**src/rtl/rr_mux_pkg.sv**
```systemverilog
// Shared constants, lock-state encoding and lane-slice helper for the 4-lane round-robin mux.
// The lock state only takes effect when RR_MUX_LOCK_EN is defined.
package rr_mux_pkg;

  localparam int LANES = 4;
  localparam int SEL_W = 2;

  typedef enum logic [0:0] {
    ARB  = 1'b0,
    LOCK = 1'b1
  } rrState_e;

  // Lowest bit of lane `lane` inside a packed {lane3, lane2, lane1, lane0} data bus.
  function automatic int laneLsb(input int lane, input int dataW);
    return lane * dataW;
  endfunction

endpackage

```
**src/rtl/rr_mux_4x1_if.sv**
```systemverilog
// Bundle for rr_mux_4x1: four source lanes in, one tagged stream out.
// in_last/out_last exist only when RR_MUX_LOCK_EN is defined.
interface rr_mux_4x1_if
  import rr_mux_pkg::*;
#(
  parameter int DATA_W = 8
);

  logic [LANES-1:0]        in_valid;
  logic [LANES*DATA_W-1:0] in_data;
  logic [LANES-1:0]        in_ready;
  logic                    out_valid;
  logic [DATA_W-1:0]       out_data;
  logic [SEL_W-1:0]        out_sel;
  logic                    out_ready;
`ifdef RR_MUX_LOCK_EN
  logic [LANES-1:0]        in_last;
  logic                    out_last;
`endif

  // master: the mux itself; slave: the producers and downstream consumer around it.
`ifdef RR_MUX_LOCK_EN
  modport master (
    input  in_valid, in_data, in_last, out_ready,
    output in_ready, out_valid, out_data, out_sel, out_last
  );
  modport slave (
    output in_valid, in_data, in_last, out_ready,
    input  in_ready, out_valid, out_data, out_sel, out_last
  );
`else
  modport master (
    input  in_valid, in_data, out_ready,
    output in_ready, out_valid, out_data, out_sel
  );
  modport slave (
    output in_valid, in_data, out_ready,
    input  in_ready, out_valid, out_data, out_sel
  );
`endif

endinterface

```
**src/rtl/rr_arb_4.sv**
```systemverilog
// Combinational 4-way round-robin arbiter: the first requesting lane at or after ptr
// (wrapping mod 4) wins; no request gives an all-zero grant.
module rr_arb_4
  import rr_mux_pkg::*;
(
  input  logic [LANES-1:0] req,
  input  logic [SEL_W-1:0] ptr,
  output logic [LANES-1:0] grant,
  output logic [SEL_W-1:0] grantIdx
);

  always_comb begin
    logic             found;
    logic [SEL_W-1:0] lane;
    // NOTE: every output and temporary gets a default before the search so no path
    // leaves them unassigned, which would otherwise infer a latch.
    grant    = '0;
    grantIdx = '0;
    found    = 1'b0;
    lane     = '0;
    for (int k = 0; k < LANES; k++) begin
      lane = ptr + SEL_W'(k);
      if (!found && req[lane]) begin
        found       = 1'b1;
        grant[lane] = 1'b1;
        grantIdx    = lane;
      end
    end
  end

endmodule

```
**src/rtl/rr_mux_4x1.sv**
```systemverilog
// Four-lane round-robin merge onto one registered stream tagged with the source lane.
// Define RR_MUX_LOCK_EN to keep a lane granted until it delivers a beat with in_last set.
module rr_mux_4x1
  import rr_mux_pkg::*;
#(
  parameter int DATA_W = 8
) (
  input logic             clk,
  input logic             rst_n,
  rr_mux_4x1_if.master    bus
);

  logic [SEL_W-1:0]  ptr;
  logic              outValid;
  logic [DATA_W-1:0] outData;
  logic [SEL_W-1:0]  outSel;

  logic [LANES-1:0]  req;
  logic [LANES-1:0]  grant;
  logic [SEL_W-1:0]  grantIdx;
  logic              freeSlot;
  logic              accept;
  logic [DATA_W-1:0] laneData;

`ifdef RR_MUX_LOCK_EN
  localparam logic [0:0] stArb  = ARB;
  localparam logic [0:0] stLock = LOCK;

  logic [0:0]       state;
  logic [SEL_W-1:0] lockLane;
  logic             outLast;
  logic             acceptLast;

  // While a packet is open only its own lane may compete.
  assign req        = (state == stLock) ? (bus.in_valid & (LANES'(1) << lockLane)) : bus.in_valid;
  assign acceptLast = bus.in_last[grantIdx];
`else
  assign req = bus.in_valid;
`endif

  rr_arb_4 uArb (
    .req      (req),
    .ptr      (ptr),
    .grant    (grant),
    .grantIdx (grantIdx)
  );

  // in_ready depends only on valids, pointer/lock and output occupancy, never on in_data.
  assign freeSlot     = !outValid || bus.out_ready;
  assign bus.in_ready = grant & {LANES{freeSlot && rst_n}};
  assign accept       = |bus.in_ready;
  assign laneData     = bus.in_data[laneLsb(int'(grantIdx), DATA_W) +: DATA_W];

  // NOTE: sequential state uses non-blocking assignments so every flop samples the
  // pre-edge values, independent of block ordering.
  always_ff @(posedge clk or negedge rst_n) begin
    if (!rst_n) begin
      outValid <= 1'b0;
      outData  <= '0;
      outSel   <= '0;
    end else if (accept) begin
      outValid <= 1'b1;
      outData  <= laneData;
      outSel   <= grantIdx;
    end else if (freeSlot) begin
      outValid <= 1'b0;
    end
  end

`ifdef RR_MUX_LOCK_EN
  // The pointer only moves when a packet closes, so the next packet starts after that lane.
  always_ff @(posedge clk or negedge rst_n) begin
    if (!rst_n) begin
      ptr      <= '0;
      state    <= stArb;
      lockLane <= '0;
      outLast  <= 1'b0;
    end else if (accept) begin
      outLast <= acceptLast;
      if (acceptLast) begin
        state <= stArb;
        ptr   <= grantIdx + SEL_W'(1);
      end else begin
        state    <= stLock;
        lockLane <= grantIdx;
      end
    end
  end

  assign bus.out_last = outLast;
`else
  always_ff @(posedge clk or negedge rst_n) begin
    if (!rst_n) begin
      ptr <= '0;
    end else if (accept) begin
      ptr <= grantIdx + SEL_W'(1);
    end
  end
`endif

  assign bus.out_valid = outValid;
  assign bus.out_data  = outData;
  assign bus.out_sel   = outSel;

endmodule

```
**src/flat_wrapper.sv**
```systemverilog
// flat-port wrapper written by rule: the top's interface ports become plain ports
module rr_mux_4x1_flat import rr_mux_pkg::*;
#(
  parameter int DATA_W = 8
)
  (clk, rst_n, bus_in_valid, bus_in_data, bus_out_ready, bus_in_ready, bus_out_valid, bus_out_data, bus_out_sel);
  rr_mux_4x1_if #(.DATA_W(DATA_W)) bus_i ();
  input logic clk;
  input logic rst_n;
  input wire logic [$bits(bus_i.in_valid)-1:0] bus_in_valid;
  input wire logic [$bits(bus_i.in_data)-1:0] bus_in_data;
  input wire logic [$bits(bus_i.out_ready)-1:0] bus_out_ready;
  output wire logic [$bits(bus_i.in_ready)-1:0] bus_in_ready;
  output wire logic [$bits(bus_i.out_valid)-1:0] bus_out_valid;
  output wire logic [$bits(bus_i.out_data)-1:0] bus_out_data;
  output wire logic [$bits(bus_i.out_sel)-1:0] bus_out_sel;
  assign bus_i.in_valid = bus_in_valid;
  assign bus_i.in_data = bus_in_data;
  assign bus_i.out_ready = bus_out_ready;
  assign bus_in_ready = bus_i.in_ready;
  assign bus_out_valid = bus_i.out_valid;
  assign bus_out_data = bus_i.out_data;
  assign bus_out_sel = bus_i.out_sel;
  rr_mux_4x1 #(.DATA_W(DATA_W)) u_core (.clk(clk), .rst_n(rst_n), .bus(bus_i));
endmodule
```
**config.mk**
```make
export PLATFORM = sky130hd
export DESIGN_NAME = rr_mux_4x1_flat
export DESIGN_NICKNAME = d
export VERILOG_FILES = /design/src/rtl/rr_mux_pkg.sv /design/src/rtl/rr_mux_4x1_if.sv /design/src/rtl/rr_arb_4.sv /design/src/rtl/rr_mux_4x1.sv /design/src/flat_wrapper.sv
export SDC_FILE = /design/constraint.sdc
export NUM_CORES = 1
export LEC_CHECK = 0
export CORE_ASPECT_RATIO = 0.7
export CORE_UTILIZATION = 30
export DETAILED_ROUTE_END_ITERATION = 8
export DONT_BUFFER_PORTS = 1
export PLACE_DENSITY = 0.54
export RECOVER_POWER = 25
export SLEW_MARGIN = 20
export SYNTH_ARGS = -nofsm -noshare
export SYNTH_HDL_FRONTEND = slang
export SYNTH_HIERARCHICAL = 1
export SYNTH_SLANG_ARGS = --single-unit
```
**constraint.sdc**
```tcl
create_clock -name clk -period 3.5 [get_ports clk]
set_input_delay 0.525 -clock clk [delete_from_list [all_inputs] [get_ports clk]]
set_output_delay 0.525 -clock clk [all_outputs]
set_load 0.01 [all_outputs]
```
### Word level (Yosys, flattened, before mapping)

Cells that the tools add are included.

* output and inout port bits: 15
* bits in registers: 13

* order comparisons: 8
* shift-type cells: 1
* muxes and demuxes: 29
* reductions and logical operators: 15
* add/subtract/negate cells: 4
* bitwise logic cells: 4

Operator list (count)
* variable part select 32 x 6 -> 8 bit: 1
* 2-to-1 mux 4 bit: 4
* 2-to-1 mux 1 bit: 13
* less-than comparator 2 x 3 -> 1 bit (second input constant): 4
* bitwise OR 4 bit: 3
* binary-select mux 1 bit (select 2 bit): 4
* demux 1 bit (select 2 bit): 4
* >= comparator 2 x 1 -> 1 bit (second input constant): 4
* logical AND 1 bit: 8
* 2-to-1 mux 2 bit: 4
* adder 2 x 1 -> 2 bit (second input constant): 2
* adder 2 bit (second input constant): 2
* bitwise AND 4 bit: 1
* zero test 1 bit: 4
* OR reduction 4 bit: 1
* nonzero test 2 bit: 1
* logical OR 1 bit: 1

### Longest topological paths before layout

* depth in word-level cells: 15
* gate-level depth with buffers: 11
* depth with buffers taken out: 9

### Hierarchy

The synthesis kept the hierarchy.

Modules (own cells, without submodules)
* rr_mux_4x1: times used 1, area each 778.2 um^2, cells each 46, seq. area each 325.3 um^2
* rr_arb_4: times used 1, area each 439.2 um^2, cells each 48, seq. area each 0.0 um^2

### Least setup slack after synthesis

Ideal clock, no wire load.

* path type: flip-flop to flip-flop
* start point: register u_core.ptr[0]
* end point: register u_core.outData[0] (netlist: u_core/bus.out_data[0])
* clock period less this slack: 3053 ps
* arrival: 2928 ps
* slack: 447 ps
* stages on the path, launching flop included: 11
* library setup time: 125 ps
* cell sequence: dfrtp_1 buf_6 inv_1 ha_1 mux4_2 a221oi_1 o2bb2ai_1 or4_4 nand3_4 buf_12 mux2_4

* word-level cells in the longest chain between the ends: 14

Ends and longest elaborated chain
* start: declaration: line rr_mux_4x1.sv:13 `logic [SEL_W-1:0] ptr;`
* start signal: assignment: line rr_mux_4x1.sv:96 `ptr <= grantIdx + SEL_W'(1);`
* parallel branches: the longest is 11 deep, another holds less-than comparator 2 x 3 -> 1 bit
* 2-to-1 mux 4 bit *: line rr_arb_4.sv:23 `if (!found && req[lane]) begin`
* net u_core.grant[2]: line rr_mux_4x1.sv:19 `logic [LANES-1:0] grant;`
* bitwise AND 4 bit *: line rr_mux_4x1.sv:50 `assign bus.in_ready = grant & {LANES{freeSlot && rst_n}};`
* OR reduction 4 bit *: line rr_mux_4x1.sv:51 `assign accept = |bus.in_ready;`
* end signal: assignment: line rr_mux_4x1.sv:63 `outData <= laneData;`
* end: declaration: line rr_mux_4x1.sv:15 `logic [DATA_W-1:0] outData;`

Mark *: on every way through the listed nets, which the timed path passes. The select of a mux whose other input is x is not followed.
A chain may end at the register's enable or synchronous reset.

### Worst setup path in the final report

* start point: register u_core.ptr[1]
* end point: register u_core.outData[5] (netlist: u_core/bus.out_data[5])

The elaborated chain is that of the path after synthesis.

==> flow_summary_export.csv <==
group,metric,value,unit
routing,vias,803,
yosys,synth-edff-count,0,
yosys,synth_commonest_cells,"dfrtp_1, mux4_2, mux2_4",
timing,max_freq,326,MHz
yosys,yosysTopAreaCell,"dfrtp_1",
routing,wl,2.44,mm
min_path,min_path_type,"input port to register",
worst_setup_path,reg2reg_slack,0.43,ns
global_routing,grt-ovfl-total,0,
clocking,path_clk_slew,0.06,ns
yosys,syn_avg_cell_area,13.0,sq um
yosys,synthTopCellsByArea,"dfrtp_1, mux4_2, mux2_4",
worst_setup_path,rr_worst_depth,8,
worst_setup_path,critPathRequiredTime,3.63,ns
worst_setup_path,crit_type,"register to register",
place,dpl_cell_area,0.00127,sq mm
routing,drt_iter0_markers,52,
yosys,synth_top_cell_area_share,0.267,
yosys,async_flop_share,1.00,
worst_setup_path,cp-end-kind,"register",
timing,timing.final.crit_share,0.877,
floorplanning,row_count,18,
global_routing,grt_pass1_vias,794,
routing,wl_per_cell,16.5,um
clocking,postCtsSetupBuffers,0,
power_and_ir_drop,leakage,0.554,nW
worst_setup_path,worstReg2RegEnd,"u_core/bus.out_data[5]",
floorplanning,die_x,78.1,um
clocking,postCtsHoldBufs,1,
min_path,min_path_cells,2,
routing,ant_nets,0,
worst_setup_path,cp_max_fo,13,
layout,post-route-cell-area,0.00132,sq mm
layout,ff_latch_area,325,sq um
yosys,synth_cell_types,35,
clocking,insertion_delay,0.24,ns
timing,slew_viol_final,0,
routing,via_per_inst,5.43,
global_routing,grt_pass1_wl,4.06,mm
global_routing,grt_max_degree,14,
min_path,min-delay-start,"rst_n",
yosys,synth_ff_type,"dfrtp_1",
timing,period_needed,3.07,ns
floorplanning,io_pins,54,
min_path,worstHoldEndpoint,"u_core/bus.out_valid",
timing,rsz0062_at_grt,"false",
power_and_ir_drop,p_per_area,1240,mW/mm^2
floorplanning,core,0.00369,sq mm
layout,antenna_cells,0,
layout,fin_nets,143,
global_routing,grtUsageTotal,0.118,
timing,setup_viol,0,
timing,finalHoldViolations,0,
place,gp_congestion,0.791,
clocking,cts_max_level,1,
layout,syn_to_final_growth,8.74,%
clocking,clk_path_buf_depth,2,
yosys,synth_fp_nets,138,
layout,layout-drive-gt1-share,0.398,
worst_setup_path,crit_path_start_kind,"register",
clocking,clock_sinks,13,
timing,slew_headroom,0.618,
layout,finish.utilization,0.358,
routing,first_pass_iters,6,
power_and_ir_drop,peakVddDrop,580,uV
floorplanning,die_h,55.3,um
clocking,numCtsBuffers,3,
global_routing,antenna_found_initial,0,
floorplanning,start_util,0.330,
yosys,ys_ff_latch,13,
yosys,yosysMostFrequentCell,"dfrtp_1",
timing,setup_tns,0,ns
timing,worst_pin_slew,0.572,ns
clocking,cts_tree,"done",
place,hpwlAfterDp,1.84,mm
clocking,cts_resized,0,
routing,drc,0,
yosys,synthCells,94,
layout,multiInputGateArea,835,sq um
worst_setup_path,critPathArrivalTime,3.20,ns
floorplanning,die-area,0.00432,sq mm
layout,fill_cells,373,
yosys,ys_seq_area_frac,0.267,
yosys,netlist_area,0.00122,sq mm
run_status,outcome,"completed",
worst_setup_path,reg2reg_from,"u_core/ptr[1]",
job,cap_violations,0,
power_and_ir_drop,finalPower,0.00164,W
yosys,yosysWarnings,6,
clocking,root_buffer,"clkbuf_8",
timing,skew,0.00433,ns
place,numPortBuffers,0,
==> state kept, by name, indices dropped and copies added (netlist names) <==
signal,count
u_core/bus.out_data,8
u_core/bus.out_sel,2
u_core/ptr,2
u_core/bus.out_valid,1
==> report_power, final <==
part	internal, W	leakage, nW	total [W]	switching (W)
clock	0.0000786	0.0255	0.000135	0.0000560
sequential	0.000235	0.152	0.000316	0.0000808
combinational	0.000637	0.377	0.00119	0.000551
==> critical path, cell delays in order (launching register included) <==
cell       delay (ns)
dfrtp_1          0.34
inv_1            0.08
ha_1             0.42
mux4_2           0.47
a221oi_1         0.34
o2bb2ai_1        0.14
or4_4            0.56
nand3_4          0.24
mux2_2           0.36
==> cell type report <==
type                            count  share of cell area
Multi-Input combinational cell     72               0.630
Clock inverter                      1             0.00378
Timing Repair Buffer                5              0.0302
Clock buffer                        3              0.0312
Sequential cell                    13               0.246
Tap cell                           50              0.0473
Inverter                            4              0.0113
==> cells in the final DEF (no fill, tap or decap), types with 2 or more instances in the layout <==
cell type / netlist / final
clkbuf_8: 0 / 3
inv_1: 4 / 4
mux2i_1: 2 / 2
dfrtp_1: 13 / 13
nor2_1: 3 / 3
a221oi_1: 4 / 4
ha_1: 5 / 5
mux2_4: 8 / 8
buf_4: 1 / 4
and3_1: 3 / 3
mux4_2: 12 / 12
nor2b_1: 4 / 4
nand2_1: 6 / 6
o2bb2ai_1: 5 / 5
mux2_2: 3 / 3
==> per-stage QoR <==
stage	hold WS, ns	setup WS [ns]	cells
after floorplan	0.229	0.447	94
after global placement	0.230	0.533	143
after global routing	0.584	0.224	148
after CTS	0.584	0.412	148
after detailed placement	0.230	0.433	143
final	0.576	0.429	148
==> kinds of logic after synthesis <==
group                      synth area share
DFF                                   0.267
adders and majority gates            0.0514
muxes                                 0.374
AOI/OAI and AO/OA                    0.0997
buffers and inverters                0.0514
xor gates and xnor gates            0.00720
and+or+nand+nor                       0.149
==> routing by layer <==
| metal | wire, um | global-route usage | part of all wire |
|---|---|---|---|
| met3 | 158 | 0.0347 | 0.065 |
| met4 | 0 | 0.0159 | 0 |
| met1 | 1160 | 0.181 | 0.48 |
| met5 | 0 | 0 | 0 |
| met2 | 1120 | 0.167 | 0.46 |
==> how the worst max path moves through the flow <==
stage	startpoint	endpoint	slack, ns	cells after the start
6_report	u_core/ptr[1]	u_core/bus.out_data[5]	0.43	8
5_1_grt	u_core/ptr[0]	u_core/bus.out_data[3]	0.22	8
4_1_cts	u_core/ptr[1]	u_core/bus.out_data[5]	0.41	8
3_5_place_dp	u_core/ptr[1]	u_core/bus.out_data[5]	0.43	8
3_3_place_gp	u_core/ptr[1]	u_core/bus.out_data[3]	0.53	8
2_1_floorplan	u_core/ptr[0]	u_core/bus.out_data[0]	0.45	10
No activity file was read; power rests on OpenSTA's default activity.
